File: src/rtl/de0_nano_qsys_led_blink.sv
// de0_nano_qsys_led_blink
// Avalon-MM LED blinker. DATA drives the LEDs, and BLINK_MASK selects which
// bits follow a slow phase signal. The phase inverts every
// (PRESCALE+1)*(PERIOD+1) clocks.
// Optional feature macro: LED_BLINK_IRQ_EN adds a toggle flag and an IRQ mask
// (STATUS bit1, address 7) and drives irq. Without it, irq is tied low.

module de0_nano_qsys_led_blink (
  input  logic        clk,
  input  logic        reset_n,
  input  logic [2:0]  address,
  input  logic        chipselect,
  input  logic        write_n,
  input  logic [31:0] writedata,
  output logic [31:0] readdata,
  output logic [7:0]  out_port,
  output logic        irq
);

  localparam logic [15:0] PERIOD_RST   = 16'h01F3;
  localparam logic [15:0] PRESCALE_RST = 16'hC34F;

  logic [7:0]  r_data;
  logic [7:0]  r_blink_mask;
  logic [15:0] r_period;
  logic [15:0] r_prescale;
  logic [15:0] r_pre_cnt;
  logic [15:0] r_per_cnt;
  logic        r_phase;

  logic        w_wr;
  logic        w_cfg_wr;
  logic        w_tick;
  logic        w_wrap;
  logic        w_flag;
  logic        w_irq_mask;
  logic [31:0] w_rd_mux;
  logic        w_unused;

  assign w_wr     = chipselect & ~write_n;
  assign w_cfg_wr = w_wr & ((address == 3'd2) | (address == 3'd3));
  assign w_tick   = (r_pre_cnt == r_prescale);
  assign w_wrap   = w_tick & (r_per_cnt == r_period);
  assign w_unused = ^writedata[31:16];

  // Register file writes; OUTSET/OUTCLR modify DATA in place
  always_ff @(posedge clk or negedge reset_n) begin
    if (!reset_n) begin
      r_data       <= 8'h00;
      r_blink_mask <= 8'h00;
      r_period     <= PERIOD_RST;
      r_prescale   <= PRESCALE_RST;
    end else if (w_wr) begin
      case (address)
        3'd0: r_data       <= writedata[7:0];
        3'd1: r_blink_mask <= writedata[7:0];
        3'd2: r_period     <= writedata[15:0];
        3'd3: r_prescale   <= writedata[15:0];
        3'd4: r_data       <= r_data | writedata[7:0];
        3'd5: r_data       <= r_data & ~writedata[7:0];
        default: ;
      endcase
    end
  end

  // Prescale and period counters; a timing reconfiguration restarts from phase 0
  always_ff @(posedge clk or negedge reset_n) begin
    if (!reset_n) begin
      r_pre_cnt <= 16'h0000;
      r_per_cnt <= 16'h0000;
      r_phase   <= 1'b0;
    end else if (w_cfg_wr) begin
      r_pre_cnt <= 16'h0000;
      r_per_cnt <= 16'h0000;
      r_phase   <= 1'b0;
    end else if (w_tick) begin
      r_pre_cnt <= 16'h0000;
      if (w_wrap) begin
        r_per_cnt <= 16'h0000;
        r_phase   <= ~r_phase;
      end else begin
        r_per_cnt <= r_per_cnt + 16'h0001;
      end
    end else begin
      r_pre_cnt <= r_pre_cnt + 16'h0001;
    end
  end

`ifdef LED_BLINK_IRQ_EN
  logic r_toggle_flag;
  logic r_irq_mask;

  // Toggle flag sets on each phase inversion; a STATUS write clears it and wins
  always_ff @(posedge clk or negedge reset_n) begin
    if (!reset_n) begin
      r_toggle_flag <= 1'b0;
      r_irq_mask    <= 1'b0;
    end else begin
      if (w_wr && (address == 3'd6)) begin
        r_toggle_flag <= 1'b0;
      end else if (w_wrap && !w_cfg_wr) begin
        r_toggle_flag <= 1'b1;
      end
      if (w_wr && (address == 3'd7)) begin
        r_irq_mask <= writedata[0];
      end
    end
  end

  assign w_flag     = r_toggle_flag;
  assign w_irq_mask = r_irq_mask;
`else
  assign w_flag     = 1'b0;
  assign w_irq_mask = 1'b0;
`endif

  // Read mux for the presented address; write-only and unused bits read 0
  always_comb begin
    w_rd_mux = 32'h0000_0000;
    case (address)
      3'd0: w_rd_mux[7:0]  = r_data;
      3'd1: w_rd_mux[7:0]  = r_blink_mask;
      3'd2: w_rd_mux[15:0] = r_period;
      3'd3: w_rd_mux[15:0] = r_prescale;
      3'd6: w_rd_mux[1:0]  = {w_flag, r_phase};
      3'd7: w_rd_mux[0]    = w_irq_mask;
      default: w_rd_mux = 32'h0000_0000;
    endcase
  end

  // Read data is registered every clock regardless of chipselect
  always_ff @(posedge clk or negedge reset_n) begin
    if (!reset_n) begin
      readdata <= 32'h0000_0000;
    end else begin
      readdata <= w_rd_mux;
    end
  end

  assign out_port = (r_data & ~r_blink_mask) | (r_data & r_blink_mask & {8{r_phase}});
  assign irq      = w_flag & w_irq_mask;

endmodule

File: config.mk
export PLATFORM = sky130hd
export DESIGN_NAME = de0_nano_qsys_led_blink
export DESIGN_NICKNAME = d
export VERILOG_FILES = /design/src/rtl/de0_nano_qsys_led_blink.sv
export SDC_FILE = /design/constraint.sdc
export NUM_CORES = 1
export LEC_CHECK = 0
export BUFFER_PORTS_ARGS = -buffer_cell sky130_fd_sc_hd__buf_2
export CAP_MARGIN = 20
export CORE_MARGIN = 2
export CORE_UTILIZATION = 57
export DETAILED_ROUTE_END_ITERATION = 12
export PLACE_DENSITY = 0.8
export SYNTH_ARGS = -nofsm -noshare
export SYNTH_HDL_FRONTEND = slang
export SYNTH_SLANG_ARGS = --single-unit
File: constraint.sdc
create_clock -name clk -period 2.2 [get_ports clk]
set_input_delay 0.22 -clock clk [delete_from_list [all_inputs] [get_ports clk]]
set_output_delay 0.22 -clock clk [all_outputs]
set_load 0.02 [all_outputs]
==> results of run 1 <==
==> layer usage <==
layer | up-vias | track usage, % | wire [um]
li1 | 1751 | - | -
met2 | 151 | 40.18 | 5986
met3 | 15 | 3.303 | 781
met5 | - | 0 | 0
met4 | 0 | 8.008 | 146
met1 | 1923 | 34.94 | 5155
==> final cells by class <==
cell class,count,area share (%)
repair buffers,69,8.033
clock buffers,10,2.344
multi-input cells,342,43.36
well taps,108,2.301
flip-flops and latches,97,41.70
inverters,10,0.6393
clock inverters,6,1.619
==> path summary, 6_finish.rpt <==
check / from / endpoint / slack [ps] / cells after the start
setup reg to reg: r_pre_cnt[8]$_DFF_PN0_ / r_per_cnt[8]$_DFFE_PN0P_ / 20 / 6
hold / removal: writedata[12] / r_prescale[12]$_DFFE_PN0P_ / 80 / 2
max in group asynchronous: reset_n / r_prescale[2]$_DFFE_PN1P_ / 1140 / 3
min in group asynchronous: reset_n / r_data[3]$_DFFE_PN0P_ / 320 / 2
setup / recovery: r_pre_cnt[8]$_DFF_PN0_ / r_per_cnt[8]$_DFFE_PN0P_ / 20 / 6
hold reg to reg: r_blink_mask[5]$_DFFE_PN0P_ / r_blink_mask[5]$_DFFE_PN0P_ / 550 / 1
==> power breakdown <==
part           internal [mW]  switching, mW  leakage (nW)
sequential              2.11          0.312          1.23
combinational          0.441          0.470          1.26
clock                  0.688          0.669         0.118
==> worst max-delay path, stage by stage, from the launching register on <==
cell	delay [ps]
dfrtp_1	450
xor2_1	190
nor4_2	340
nand4_1	260
buf_12	230
a2111oi_2	380
mux2i_1	240
==> stage by stage <==
| step | hold slack (ps) | instances | util [%] | total power, mW |
|---|---|---|---|---|
| 3_3_place_gp | 192.4 | 618 | 62.59 | 3.256 |
| 3_5_place_dp | 193.9 | 618 | 62.59 | 3.314 |
| 5_1_grt | 86.80 | 642 | 67.00 | 4.900 |
| 4_1_cts | 71.73 | 635 | 65.36 | 4.666 |
| 6_report | 75.32 | 642 | 67.00 | 4.688 |
| 2_1_floorplan | -75.59 | 490 | - | 3.006 |
==> registers in the layout, summed over array words and instances, names as in the netlist <==
signal        cells
readdata         16
r_period         16
r_per_cnt        16
r_data            8
r_blink_mask      8
r_prescale       16
r_phase           1
r_pre_cnt        16
==> cell usage in the layout (no fill, tap or decap), types with 16 or more instances in the layout <==
cell     count
dfstp_2     16
mux2i_1     22
mux2_2      30
buf_2       45
buf_4       18
nand2_1     27
conb_1      17
a21oi_1     17
xor2_1      35
dfrtp_1     80
nor2_1      47
==> cells by family (layout without fill, tap and decap cells) <==
group	after synthesis	after routing	share of synthesized area, %
AOI/OAI and AO/OA	73	73	9.465
xor gates and xnor gates	46	46	7.795
adders and majority gates	2	2	0.4841
buffers and inverters	51	95	5.544
DFF	97	97	47.35
muxes	69	69	16.03
other	1	17	0.07255
and+or+nand+nor	135	135	13.27
==> what timing repair did <==
| item | 4_1_cts | 5_1_grt |
|---|---|---|
| setup buffers | 0 | 5 |
| hold buffers | 1 | 0 |
| setup endpoints to repair | 0 | 4 |
| hold endpoints to repair | 27 | 0 |
| gates resized for setup | 0 | 10 |
==> results.md, run 1 <==
- Status: completed
- P_leak: 2.608 nW
- Clk_lat worst skew: 370 ps
- Post-Syn Area: 5169 um^2
- Drt pass-1 iters: 5
- Clock tree root driver cell: clkbuf_8
- Nets: 570
- RePlAce Congestion: 0.8810
- Post-synth cell types: 48
- Element type at the critical path start: flop
- DIE AREA: 9846 um^2
- Top-area cell type share of the netlist area: 39.22%
- Commonest cells post-synth: dfrtp_1, nor2_1, xor2_1
- Async S/R FF share, synth: 100.0%
- Area leader, netlist: dfrtp_1
- Register bit count reported by yosys: 97
- Fmax: 459.7 MHz
- Critical Path Sink Type: flop
- Power per standard cell area: 798.4 nW/um^2
- Worst setup margin: 24.81 ps
- Die height: 99.23 um
- Peak supply drop: 0.5974 mV
- Share of cells above drive strength 1: 28.65%
- 1st-iter DRT viols: 297
- Clock Tree Buf Depth: 2
- Max-Cap Viols: 0
- Period utilization: 98.87%
- DR DRC count: 0
- Clk slew on worst S/H paths: 100 ps
- Final hold violation count: 0
- Filler Cells Inserted: 619
- Cells after synthesis: 474
- Synth top area cells: dfrtp_1, dfstp_2, mux2_2
- Crit path DAT: 2470 ps
- Average size of a mapped cell: 10.90 um^2
- First-pass GRT wire length: 19140 um
- Initial Util: 58.98%
- Clock Sinks: 97
- Core area: 8763 um^2
- Detailed Place HPWL: 7920 um
- Total gr overflow: 0
- Chip Width: 99.23 um
- Design Area, Final: 5872 um^2
- Area growth, synth to finish: 13.60%
- Final Setup Violations: 0
- IO Pins: 80
- Main flop type after synthesis: dfrtp_1
- CTS tree: built
- Final ANT Viol Nets: 0
- Total negative slack: 0 ps
- Yosys synthesis warning count: 0
- IO buf count: 46
- Initial antenna violation count: 0
- Row count: 34
- Multi-input logic area: 2546 um^2
- GRT Total Usage: 24.78%
- Number of synthesized flops with an enable pin: 0
- Number of global-route vias before repair: 3749
- CTS Buf Count: 9
- Leading cell type by number of instances after synthesis: dfrtp_1
- Pin count of the biggest net entering global routing: 50
- Placed inst area: 5485 um^2
- Rel. slew slack: 61.82%
- Worst-path fanout max: 7
- Sequential area share after synthesis: 47.35%
- Worst slew pin tran: 567.5 ps
- Worst min path class: in -> reg
- Fin. max-slew vios: 0
- Final min period: 2175 ps
- Ant. Diodes: 0
- Wire per inst: 18.80 um
- Critical path type: reg -> reg
- CP Data Required Time: 2490 ps
- Sequential Area: 2449 um^2
- Final WL: 12070 um
- Drt via density: 5.981
- Via count: 3840
- RSZ-0062 raised after global routing: true
- H-tree Lvls: 3
- Fin Clk Skew: 9.534 ps
- Dpl ws: 63.89 ps
Power figures use the tool's default switching activity.
==> run 2: changes to the inputs <==
--- a/config.mk
+++ b/config.mk
@@ -11,6 +11,7 @@
 export CORE_UTILIZATION = 57
 export DETAILED_ROUTE_END_ITERATION = 12
 export PLACE_DENSITY = 0.8
+export REMOVE_ABC_BUFFERS = 1
 export SYNTH_ARGS = -nofsm -noshare
 export SYNTH_HDL_FRONTEND = slang
 export SYNTH_SLANG_ARGS = --single-unit
==> run 2 against run 1 <==
Against the previous run:
- core utilization down 1.4 points
- first-iteration DRC count is 41% lower
- count of clock-buffer cells in the layout increased by 1
- sequential share of layout area rose by 0.87 points
- flip-flop and latch count unchanged
- largest power group unchanged
- highest routed layer unchanged
==> results.md, run 2 (synthesis results as in run 1) <==
- Status: completed
- Most frequent cells in the layout: dfrtp_1, nor2_1, buf_2
- P_leak: 2.550 nW (-2.2%)
- CP Data Required Time: 2490 ps (about the same)
- Cell Chain, Critical Path: xor2_1, nor4_2, nand4_1, buf_12, a2111oi_4, mux2i_1
- Max-Cap Viols: 0 (unchanged)
- Detailed Place HPWL: 7821 um (-1.3%)
- Clk slew on worst S/H paths: 90 ps (about the same)
- Critical path type: reg -> reg
- CTS Buf Count: 9 (unchanged)
- Peak supply drop: 0.4824 mV (-19%)
- RSZ-0062 raised after global routing: false
- GRT Total Usage: 23.91% (-0.87 points)
- Fmax: 483.6 MHz (+5.2%)
- Total negative slack: 0 ps (unchanged)
- Final hold violation count: 0 (unchanged)
- Final min period: 2068 ps (-107.5 ps)
- Drt pass-1 iters: 4 (-1)
- Final ANT Viol Nets: 0 (unchanged)
- Clock tree root driver cell: clkbuf_8
- Final WL: 11180 um (-7.4%)
- Worst setup margin: 132.3 ps (+107.5 ps)
- Critical Path Sink Type: flop
- Worst slew pin tran: 628.5 ps (+60.95 ps)
- First-pass GRT wire length: 18470 um (-3.5%)
- Fin util: 65.61% (-1.4 points)
- Crit-path slowest cell: dfrtp_1
- RePlAce Congestion: 0.8016 (-9.0%)
- DIE AREA: 9846 um^2 (unchanged)
- Dpl ws: 29.19 ps (-34.70 ps)
- IO buf count: 46 (unchanged)
- Via count: 3697 (-3.7%)
- Area growth, synth to finish: 11.23%
- Element type at the critical path start: flop
- Nets: 564 (-1.1%)
- Initial antenna violation count: 0 (unchanged)
- IO Pins: 80 (unchanged)
- Die height: 99.23 um (unchanged)
- Rel. slew slack: 58.10% (-3.7 points)
- WP buf/inv: 1 (unchanged)
- Period utilization: 93.99% (-4.9 points)
- Worst min path class: in -> reg
- Critical Path Max Stage Delay: 450 ps (about the same)
- DR DRC count: 0 (unchanged)
- Row count: 34 (unchanged)
- Share of cells above drive strength 1: 26.89% (-1.8 points)
- Pin count of the biggest net entering global routing: 50 (unchanged)
- Drt via density: 5.813 (-2.8%)
- Crit path max-delay family: simple AND/OR/NAND/NOR gates
- Ant. Diodes: 0 (unchanged)
- Worst-path fanout max: 49 (+42)
- Leading cell type in the layout, fill and taps excluded: dfrtp_1
- Clk_lat worst skew: 370 ps (about the same)
- WHS: 76.57 ps (+1.250 ps)
- H-tree Lvls: 3 (unchanged)
- Fin. max-slew vios: 0 (unchanged)
- 1st-iter DRT viols: 175 (-41%)
- Core area: 8763 um^2 (unchanged)
- Chip Width: 99.23 um (unchanged)
- Power per standard cell area: 790.5 nW/um^2 (-0.99%)
- Fin Clk Skew: 12.68 ps (+3.151 ps)
- CTS tree: built
- Clock Tree Buf Depth: 2 (unchanged)
- Final Setup Violations: 0 (unchanged)
- Crit path DAT: 2360 ps (-110 ps)
- Total gr overflow: 0 (unchanged)
- Clock Sinks: 97 (unchanged)
- Wire per inst: 17.58 um (-6.5%)
- Initial Util: 58.98% (unchanged)
- Number of global-route vias before repair: 3676 (-1.9%)
[run 2: cell count changes in the layout (fill, tap and decap cells not counted), sizes merged]
| cell | change |
|---|---|
| buf | -4 |
| bufinv | -1 |
| clkbuf | -1 |
[run 2: final timing paths]
path                                              from                           to  slack, ps  depth (start not counted)
setup reg to reg                r_pre_cnt[7]$_DFF_PN0_    r_per_cnt[14]$_DFFE_PN0P_        130                          6
setup / recovery                r_pre_cnt[7]$_DFF_PN0_    r_per_cnt[14]$_DFFE_PN0P_        130                          6
hold / removal                           writedata[10]   r_prescale[10]$_DFFE_PN0P_         80                          2
max in group asynchronous                      reset_n      r_period[8]$_DFFE_PN1P_       1060                          3
hold reg to reg            r_blink_mask[6]$_DFFE_PN0P_  r_blink_mask[6]$_DFFE_PN0P_        540                          1
min in group asynchronous                      reset_n  r_blink_mask[4]$_DFFE_PN0P_        400                          2
[run 2: worst reg2reg max path, stage by stage, from the launching register on]
cell	delay (ps)
dfrtp_1	450
xor2_1	200
nor4_2	290
nand4_1	180
buf_12	220
a2111oi_4	420
mux2i_1	240
[run 2: repair_timing]
item                                   CTS  global route
setup endpoints to repair                0             3
setup buffers                            0             0
gates resized for setup                  0             4
hold buffers                             1             0
endpoints found under the hold margin   36             0
[run 2: cell type report]
cell class	count	area [um^2]
fill	672	3014
multi-input combinational	342	2532
sequential	97	2447
timing repair buffer	63	387.9
clock buffer	11	141.4
tap	108	135.1
clock inverter	5	67.56
inverter	10	37.54
[run 2: where the power goes]
part	leakage, nW	total, mW	switching (mW)	internal, mW
combinational	1.21	0.904	0.462	0.442
clock	0.107	1.24	0.658	0.578
sequential	1.23	2.41	0.297	2.11
[run 2: metrics by stage]
| step | total power, mW | area, um^2 | cells |
|---|---|---|---|
| 4_1_cts | 4.548 | 5712 | 636 |
| 6_report | 4.545 | 5749 | 636 |
| 3_5_place_dp | 3.318 | 5493 | 619 |
| 2_1_floorplan | 2.965 | 4980 | 449 |
| 5_1_grt | 4.781 | 5749 | 636 |
| 3_3_place_gp | 3.277 | 5493 | 619 |
[run 2: layer usage]
metal  GRT usage [%]  up-vias  share of wire, %
li1                -     1730                 -
met1           33.22     1838                44
met2           37.01      113                48
met3           5.481       16               6.3
met4           8.957        0               1.9
met5               0        -                 0
